**src/rtl/silife_demo_pkg.sv**
```systemverilog
// Shared types, default geometry and width helper for the SiLife demo loader.
package silife_demo_pkg;

    localparam int unsigned DEF_ROWS = 32;
    localparam int unsigned DEF_COLS = 8;

    typedef enum logic [1:0] {
        ST_IDLE = 2'd0,
        ST_LOAD = 2'd1,
        ST_RUN  = 2'd2
    } state_e;

    // Index width for a range of n values, never below one bit.
    function automatic int unsigned width_of(input int unsigned n);
        return (n > 1) ? $clog2(n) : 1;
    endfunction

endpackage

```
**src/rtl/silife_pattern_rom.sv**
```systemverilog
// Built-in demo patterns: combinational (pattern, row) -> row word, MSB is column 0.
module silife_pattern_rom
    import silife_demo_pkg::*;
#(
    parameter int unsigned ROWS         = DEF_ROWS,
    parameter int unsigned COLS         = DEF_COLS,
    parameter int unsigned NUM_PATTERNS = 2,
    localparam int unsigned ROW_W       = width_of(ROWS),
    localparam int unsigned PAT_W       = width_of(NUM_PATTERNS)
) (
    input  logic [PAT_W-1:0] i_pattern,
    input  logic [ROW_W-1:0] i_row,
    output logic [COLS-1:0]  o_word
);

    // Pattern art is drawn in the leftmost eight columns; wider grids pad with dead cells.
    function automatic logic [7:0] base_word(input int p, input int r);
        logic [7:0] w;
        w = 8'h00;
        case (p)
            0: begin                              // glider
                case (r)
                    0:       w = 8'h40;
                    1:       w = 8'h20;
                    2:       w = 8'hE0;
                    default: w = 8'h00;
                endcase
            end
            1: begin                              // block + blinker
                case (r)
                    0:       w = 8'hC0;
                    1:       w = 8'hC7;
                    3:       w = 8'h18;
                    default: w = 8'h00;
                endcase
            end
            2: begin                              // r-pentomino
                case (r)
                    0:       w = 8'h30;
                    1:       w = 8'h60;
                    2:       w = 8'h20;
                    default: w = 8'h00;
                endcase
            end
            default: w = 8'(r * 37 + p * 11) ^ 8'hA5;  // dense filler for extra slots
        endcase
        return w;
    endfunction

    logic [7:0] w_base;

    // Look up the eight-column art for the requested pattern and row.
    always_comb begin
        w_base = base_word(32'(i_pattern), 32'(i_row));
    end

    // Place column c of the art at word bit COLS-1-c.
    for (genvar gc = 0; gc < COLS; gc++) begin : g_col
        if (gc < 8) begin : g_art
            assign o_word[COLS-1-gc] = w_base[7-gc];
        end else begin : g_pad
            assign o_word[COLS-1-gc] = 1'b0;
        end
    end

endmodule

```
**src/rtl/silife_demo_loader.sv**
```systemverilog
// Demo loader/stepper: writes a built-in pattern into the grid, then paces generation steps.
module silife_demo_loader
    import silife_demo_pkg::*;
#(
    parameter int unsigned ROWS         = DEF_ROWS,
    parameter int unsigned COLS         = DEF_COLS,
    parameter int unsigned NUM_PATTERNS = 2,
    parameter int unsigned STEP_PERIOD  = 4_000_000,
    localparam int unsigned ROW_W       = width_of(ROWS),
    localparam int unsigned PAT_W       = width_of(NUM_PATTERNS),
    localparam int unsigned CNT_W       = width_of(STEP_PERIOD)
) (
    input  logic             i_clk,
    input  logic             i_rst,
    input  logic             i_en,
    input  logic [PAT_W-1:0] i_pattern_select,
    input  logic             i_reload,
    input  logic             i_run,
    input  logic             i_single_step,
    output logic [ROW_W-1:0] o_row_select,
    output logic [COLS-1:0]  o_cells,
    output logic             o_wr_en,
    output logic             o_step,
    output logic             o_busy,
    output logic             o_load_done
);

    localparam logic [ROW_W-1:0] ROW_LAST = ROW_W'(ROWS - 1);
    localparam logic [CNT_W-1:0] CNT_LAST = CNT_W'(STEP_PERIOD - 1);

    state_e           r_state;
    logic [ROW_W-1:0] r_row;
    logic [CNT_W-1:0] r_cnt;
    logic [PAT_W-1:0] r_pat;
    logic             r_wr_en;
    logic             r_step;
    logic             r_busy;
    logic             r_load_done;

    state_e           w_state_nxt;
    logic [ROW_W-1:0] w_row_nxt;
    logic [CNT_W-1:0] w_cnt_nxt;
    logic [PAT_W-1:0] w_pat_nxt;
    logic             w_wr_en_nxt;
    logic             w_step_nxt;
    logic             w_busy_nxt;
    logic             w_load_done_nxt;

    logic [PAT_W-1:0] w_sel_mapped;
    logic             w_start_load;
    logic [COLS-1:0]  w_rom_word;

    // Out-of-range selections fall back to pattern 0 so they never retrigger a reload.
    assign w_sel_mapped = (32'(i_pattern_select) < NUM_PATTERNS) ? i_pattern_select : '0;

    // IDLE always starts a load; LOAD/RUN restart on reload or a new selection.
    assign w_start_load = (r_state == ST_IDLE) || i_reload || (w_sel_mapped != r_pat);

    // Next-state, counter and output-strobe decode.
    always_comb begin
        w_state_nxt     = r_state;
        w_row_nxt       = r_row;
        w_cnt_nxt       = r_cnt;
        w_pat_nxt       = r_pat;
        w_wr_en_nxt     = 1'b0;
        w_step_nxt      = 1'b0;
        w_load_done_nxt = 1'b0;

        if (i_en) begin
            if (w_start_load) begin
                w_state_nxt = ST_LOAD;
                w_pat_nxt   = w_sel_mapped;
                w_row_nxt   = '0;
                w_cnt_nxt   = '0;
                w_wr_en_nxt = 1'b1;
            end else begin
                case (r_state)
                    ST_LOAD: begin
                        if (!r_wr_en) begin
                            // Re-present the held row after an enable gap.
                            w_wr_en_nxt = 1'b1;
                        end else if (r_row == ROW_LAST) begin
                            w_load_done_nxt = 1'b1;
                            w_cnt_nxt       = '0;
                            w_state_nxt     = ST_RUN;
                        end else begin
                            w_row_nxt   = r_row + ROW_W'(1);
                            w_wr_en_nxt = 1'b1;
                        end
                    end
                    ST_RUN: begin
                        if (i_run) begin
                            if (r_cnt == CNT_LAST) begin
                                w_step_nxt = 1'b1;
                                w_cnt_nxt  = '0;
                            end else begin
                                w_cnt_nxt = r_cnt + CNT_W'(1);
                            end
                        end else if (i_single_step) begin
                            w_step_nxt = 1'b1;
                        end
                    end
                    default: begin
                        w_state_nxt = ST_IDLE;
                    end
                endcase
            end
        end

        w_busy_nxt = (w_state_nxt != ST_RUN);
    end

    // State and registered outputs.
    always_ff @(posedge i_clk) begin
        if (i_rst) begin
            r_state     <= ST_IDLE;
            r_row       <= '0;
            r_cnt       <= '0;
            r_pat       <= '0;
            r_wr_en     <= 1'b0;
            r_step      <= 1'b0;
            r_busy      <= 1'b1;
            r_load_done <= 1'b0;
        end else begin
            r_state     <= w_state_nxt;
            r_row       <= w_row_nxt;
            r_cnt       <= w_cnt_nxt;
            r_pat       <= w_pat_nxt;
            r_wr_en     <= w_wr_en_nxt;
            r_step      <= w_step_nxt;
            r_busy      <= w_busy_nxt;
            r_load_done <= w_load_done_nxt;
        end
    end

    silife_pattern_rom #(
        .ROWS         (ROWS),
        .COLS         (COLS),
        .NUM_PATTERNS (NUM_PATTERNS)
    ) u_rom (
        .i_pattern (r_pat),
        .i_row     (r_row),
        .o_word    (w_rom_word)
    );

    // cells[i] is column i, i.e. ROM word bit COLS-1-i.
    for (genvar gi = 0; gi < COLS; gi++) begin : g_cells
        assign o_cells[gi] = w_rom_word[COLS-1-gi];
    end

    assign o_row_select = r_row;
    assign o_wr_en      = r_wr_en;
    assign o_step       = r_step;
    assign o_busy       = r_busy;
    assign o_load_done  = r_load_done;

endmodule

```
**config.mk**
```make
export PLATFORM = sky130hd
export DESIGN_NAME = silife_demo_loader
export DESIGN_NICKNAME = d
export VERILOG_FILES = /design/src/rtl/silife_demo_pkg.sv /design/src/rtl/silife_pattern_rom.sv /design/src/rtl/silife_demo_loader.sv
export SDC_FILE = /design/constraint.sdc
export NUM_CORES = 1
export LEC_CHECK = 0
export ABC_AREA = 1
export BUFFER_PORTS_ARGS = -buffer_cell sky130_fd_sc_hd__buf_2
export CORE_UTILIZATION = 35
export CTS_CLUSTER_DIAMETER = 80
export DETAILED_ROUTE_END_ITERATION = 10
export HOLD_SLACK_MARGIN = 0.06
export SLEW_MARGIN = 20
export SYNTH_ARGS = -nofsm -noshare
export SYNTH_HDL_FRONTEND = slang
export SYNTH_SLANG_ARGS = --single-unit
```
**constraint.sdc**
```tcl
create_clock -name i_clk -period 2.52 [get_ports i_clk]
set_clock_uncertainty 0.1 [all_clocks]
set_input_delay 0.504 -clock i_clk [delete_from_list [all_inputs] [get_ports i_clk]]
set_output_delay 0.504 -clock i_clk [all_outputs]
set_load 0.02 [all_outputs]
```
## Yosys cells after proc, flatten, opt, wreduce, memory -nomap -nowiden

Index checks and enable logic that the tools add are counted.

- Flip-flop bits (word level): 34
- Word-level logic and storage cells: 67

- Add/sub/neg operators: 2
- Equality and inequality tests: 13
- Multiplexer cells: 26
- Bitwise operators: 5
- Reduce and logical (&&, ||, !) cells: 13

Operators by type and width:

| operator | number |
|---|---|
| 22-bit 2-to-1 mux | 5 |
| 8-bit one-hot mux with 3 select lines | 2 |
| 22-bit one-hot mux with 2 select lines | 1 |
| 22-bit by 1-bit adder with 22-bit output (second input constant) | 1 |
| 22-bit equality test (second input constant) | 1 |
| 5-bit 2-to-1 mux | 4 |
| 8-bit one-hot mux with 2 select lines | 1 |
| 5-bit by 2-bit equality test with 1-bit output (second input constant) | 2 |
| 3-bit inequality test (second input constant) | 3 |
| 1-bit 2-to-1 mux | 8 |
| 2-bit 2-to-1 mux | 4 |
| 5-bit by 1-bit adder with 5-bit output (second input constant) | 1 |
| 5-bit by 1-bit equality test with 1-bit output (second input constant) | 1 |
| 5-bit equality test (second input constant) | 1 |
| 5-bit zero test | 1 |
| 1-bit inverter | 5 |
| 5-bit AND reduction | 1 |
| 5-bit OR reduction | 1 |
| 2-bit inequality test (second input constant) | 2 |
| 2-bit one-hot mux with 2 select lines | 1 |
| 4-bit AND reduction | 1 |
| 2-bit nonzero test | 2 |
| 4-bit OR reduction | 1 |
| 3-bit nonzero test | 1 |
| 7 further kinds | 8 |

## Logic depth before layout (Yosys ltp)

- Depth in word-level cells: 7
- Gate-level depth with buffers: 13
- Depth with buffers taken out: 12

## Cells and area by module

From an unflattened synthesis, not the netlist that was laid out.

- Cell total of the unflattened synthesis: 343
- Area total of the unflattened synthesis: 2113.3 µm²

Modules (own cells, without submodules):

| module | times used | cells each | area an instance (µm²) | seq. area each (µm²) |
|---|---|---|---|---|
| silife_demo_loader | 1 | 319 | 1999.4 | 680.7 |
| silife_pattern_rom | 1 | 24 | 113.9 | 0.0 |

## Worst setup path before layout

No wires, ideal clock.

- Path type: register -> output
- From: reg r_row[0] (netlist: o_row_select[0])
- To: out o_cells[4]
- Arrival: 1795 ps
- Required time: 1916 ps
- Setup slack: 121 ps
- Cell stages (with the launch flop): 5
- Buffers on the path: 1
- Cell sequence: dfxtp_1 > ha_1 > inv_1 > nor4_1 > buf_4

- Longest elaborated chain between the ends: 3

RTL lines:

| element | RTL line | text |
|---|---|---|
| from (decl) | silife_demo_loader.sv:32 | `logic [ROW_W-1:0] r_row;` |
| from (signal assigned) | silife_demo_loader.sv:126 | `r_row <= w_row_nxt;` |
| 5-bit by 2-bit equality test with 1-bit output (tied with other cells) | silife_pattern_rom.sv:30 | `case (r)` |
| 8-bit one-hot mux with 3 select lines * | silife_pattern_rom.sv:30 |  |
| 8-bit one-hot mux with 2 select lines * | silife_pattern_rom.sv:20 | `case (p)` |
| to (decl) | silife_demo_loader.sv:21 | `output logic [COLS-1:0] o_cells,` |

Mark *: on every way between the ends. The rest lies on a longest branch, timed or not.

## Worst setup path in the final report

- From: reg r_row[0] (netlist: o_row_select[0])
- To: reg r_cnt[12]

- Longest elaborated chain between the ends: 3

RTL lines:

| element | RTL line | text |
|---|---|---|
| 5-bit equality test | silife_demo_loader.sv:82 | `end else if (r_row == ROW_LAST) begin` |
| 3-bit inequality test (no source line) | n/a |  |
| 5-bit AND reduction (no source line) | n/a |  |
| to (signal assigned) | silife_demo_loader.sv:127 | `r_cnt <= w_cnt_nxt;` |
| to (decl) | silife_demo_loader.sv:33 | `logic [CNT_W-1:0] r_cnt;` |

Every way passes these cells.
A chain may end at the register's enable or synchronous reset.

==> metrics.txt <==
status completed; Via density between 4 and 5; Die X approximately 80 µm; 1st-iter DRT viols approximately 110; Total Routing Usage GR approximately 17%; number of remaining DRC errors 0; Worst-Skew Late Latency ~0.29 ns; row cnt 27; Tightest Hold Check Type input pin to register; fillcell total just over 600; antenna violations before repair 0; Critical Path End Type register; synth warn 0; global-route wire length before repair a little over 8000 µm; Cells after Synth approximately 320; antenna-violating nets left 0; final hold vios 0; CTS Buf Count 5; Power Density between 400 and 500 nW/µm²; Slew Limit Fails 0; largest net degree at the start of global routing 15; WL per Instance 11.5 µm; Leak 0.00103 µW; number of global-route vias before repair about 1,800; maximum VDD drop about 0.34 mV; Max-Cap Viols 0; DP HPWL 3690 µm; antenna cells 0; Synth Area per Inst 6.56 µm²; vias after detailed routing a little under 2,000; CP max FO 14; Synth cell types 32; fraction of layout cells with a size suffix above 1 between 15 and 20%; DR pass1 iterations 4; Overflow after GRT 0; Synth Register Bits 34; initial core utilization 37.2%; pre-CTS setup slack about 0.28 ns; Tcrit/Tclk final between 80 and 90%; Final min period roughly 2.2 ns; area delta synth->final 14.5%; Reg clk slew, reported paths roughly 0.070 ns; H-tree depth 2; maximum clock rate around 0.46 GHz; final setup violating endpoints 0; Clock Tree Root clkbuf_8; core area about 5700 µm²; worst slew pin tran 0.316 ns; type of origin of the critical path register; final cell count without fillers between 400 and 500; WP data arrival 2.32 ns; PnR worst setup slack ~0.33 ns; syn_nets 338; Clock Sinks 34; Worst EP required ~2.7 ns; unrepaired setup endpoints after global routing false; fin area roughly 2400 µm²; die area about 6300 µm²; Syn Std Cell Area 2110 µm²; Relative slew margins 78.7%; die height between 70 and 80 µm; PortBufs 23; clock buffer depth 2; sequential fraction of the synthesis area about a third; placed inst area roughly 2300 µm²; placed insts around 410; RD Place Congestion approximately 0.80; Layout Nets 365; CTS tree yes; Top Ports 24; Setup TNS Final 0 ns; kind of critical path register to register; Total Wirelength 4840 µm
## cell usage after synthesis, drive strengths merged
cell,n,area [µm²]
o21bai,2,15.0
nor4b,1,8.76
nand3,26,135
a21oi,20,130
a31oi,2,12.5
o21ai,4,20.0
xor2,2,17.5
nand2,79,335
o21a,1,7.51
nor2,56,225
inv,50,188
o211ai,1,7.51
nand4,5,31.3
or2,3,18.8
nor4,1,6.26
a211oi,2,15.0
buf,7,58.8
ha,9,113
nor3,17,85.1
dfxtp,34,681
## path summary, 6_finish.rpt
check                       start        end  slack, ns  cells after the start
hold / removal              i_run     o_step       0.32                      2
hold reg to reg          r_cnt[2]   r_cnt[2]       0.40                      2
setup / recovery  o_row_select[0]  r_cnt[12]       0.33                     12
setup reg to reg  o_row_select[0]  r_cnt[12]       0.33                     12
## power breakdown
part / leakage [µW] / total [µW] / internal (µW) / switching (µW)
Sequential: 0.000275 / 551 / 544 / 7.10
Combinational: 0.000693 / 126 / 42.0 / 84.4
Clock: 0.0000573 / 513 / 316 / 196
Total: 0.00103 / 1190 / 902 / 288
## logic make-up after synthesis
kind of cell | after synthesis | share of synthesized area, %
buf+inv | 57 | 11.7
flops | 34 | 32.2
fa+ha+maj | 9 | 5.34
xor+xnor | 2 | 0.830
compound gates | 32 | 9.84
simple gates | 188 | 40.1
## metrics by stage
stage	total power, µW	util, %	hold slack [ns]
finish	1190	42.6	0.319
global route	1250	42.6	0.317
CTS	1210	42.5	0.313
detailed placement	689	40.5	0.386
global placement	687	40.5	0.381
floorplan	653	-	0.364
## cell type report
| class | count | area (µm²) | share of cell area, % |
|---|---|---|---|
| Sequential cell | 34 | 681 | 28.2 |
| Tap cell | 72 | 90.1 | 3.73 |
| Clock inverter | 1 | 30.0 | 1.24 |
| Timing Repair Buffer | 27 | 158 | 6.52 |
| Inverter | 50 | 188 | 7.76 |
| Clock buffer | 6 | 82.6 | 3.42 |
| Multi-Input combinational cell | 231 | 1190 | 49.2 |
## cells in the final DEF, fill, tap and decap left out, drive strengths merged
| cell | Yosys | final |
|---|---|---|
| nand2 | 79 | 79 |
| nor2 | 56 | 56 |
| inv | 50 | 50 |
| dfxtp | 34 | 34 |
| buf | 7 | 27 |
| nand3 | 26 | 26 |
| a21oi | 20 | 20 |
| nor3 | 17 | 17 |
| ha | 9 | 9 |
| clkbuf | 0 | 6 |
| nand4 | 5 | 5 |
| o21ai | 4 | 4 |
| or2 | 3 | 3 |
| a211oi | 2 | 2 |
| o21bai | 2 | 2 |
| xor2 | 2 | 2 |
| a31oi | 2 | 2 |
| o211ai | 1 | 1 |
| nor4 | 1 | 1 |
| o21a | 1 | 1 |
| nor4b | 1 | 1 |
| bufinv | 0 | 1 |
## critical path, cell delays in order, from the launching register on
cell and delay (ns):
dfxtp_1 0.42, ha_1 0.19, inv_1 0.06, nor3_1 0.14, ha_1 0.21, nand2_1 0.08
nand2_1 0.10, nand3_1 0.12, nand2_4 0.17, buf_12 0.16, nand2_2 0.06, or2_0 0.21
a21oi_2 0.11
## layer usage
metal	track usage (%)	vias to the layer above	part of all wire (%)
met3	4.34	4	3.3
li1	-	1075	-
met1	20.7	875	50
met5	0	-	0
met4	6.73	0	0.91
met2	27.1	29	45
## registers in the layout (all words and copies together), names as in the netlist
name	cells
o_step	1
r_state	2
o_row_select	5
o_busy	1
o_load_done	1
r_cnt	22
o_wr_en	1
r_pat	1
## timing repair
item,CTS,global route
setup buffers,0,0
hold buffers,0,0
gates resized for setup,0,1
setup endpoints to repair,0,1
No activity file was read; power rests on OpenSTA's default activity.
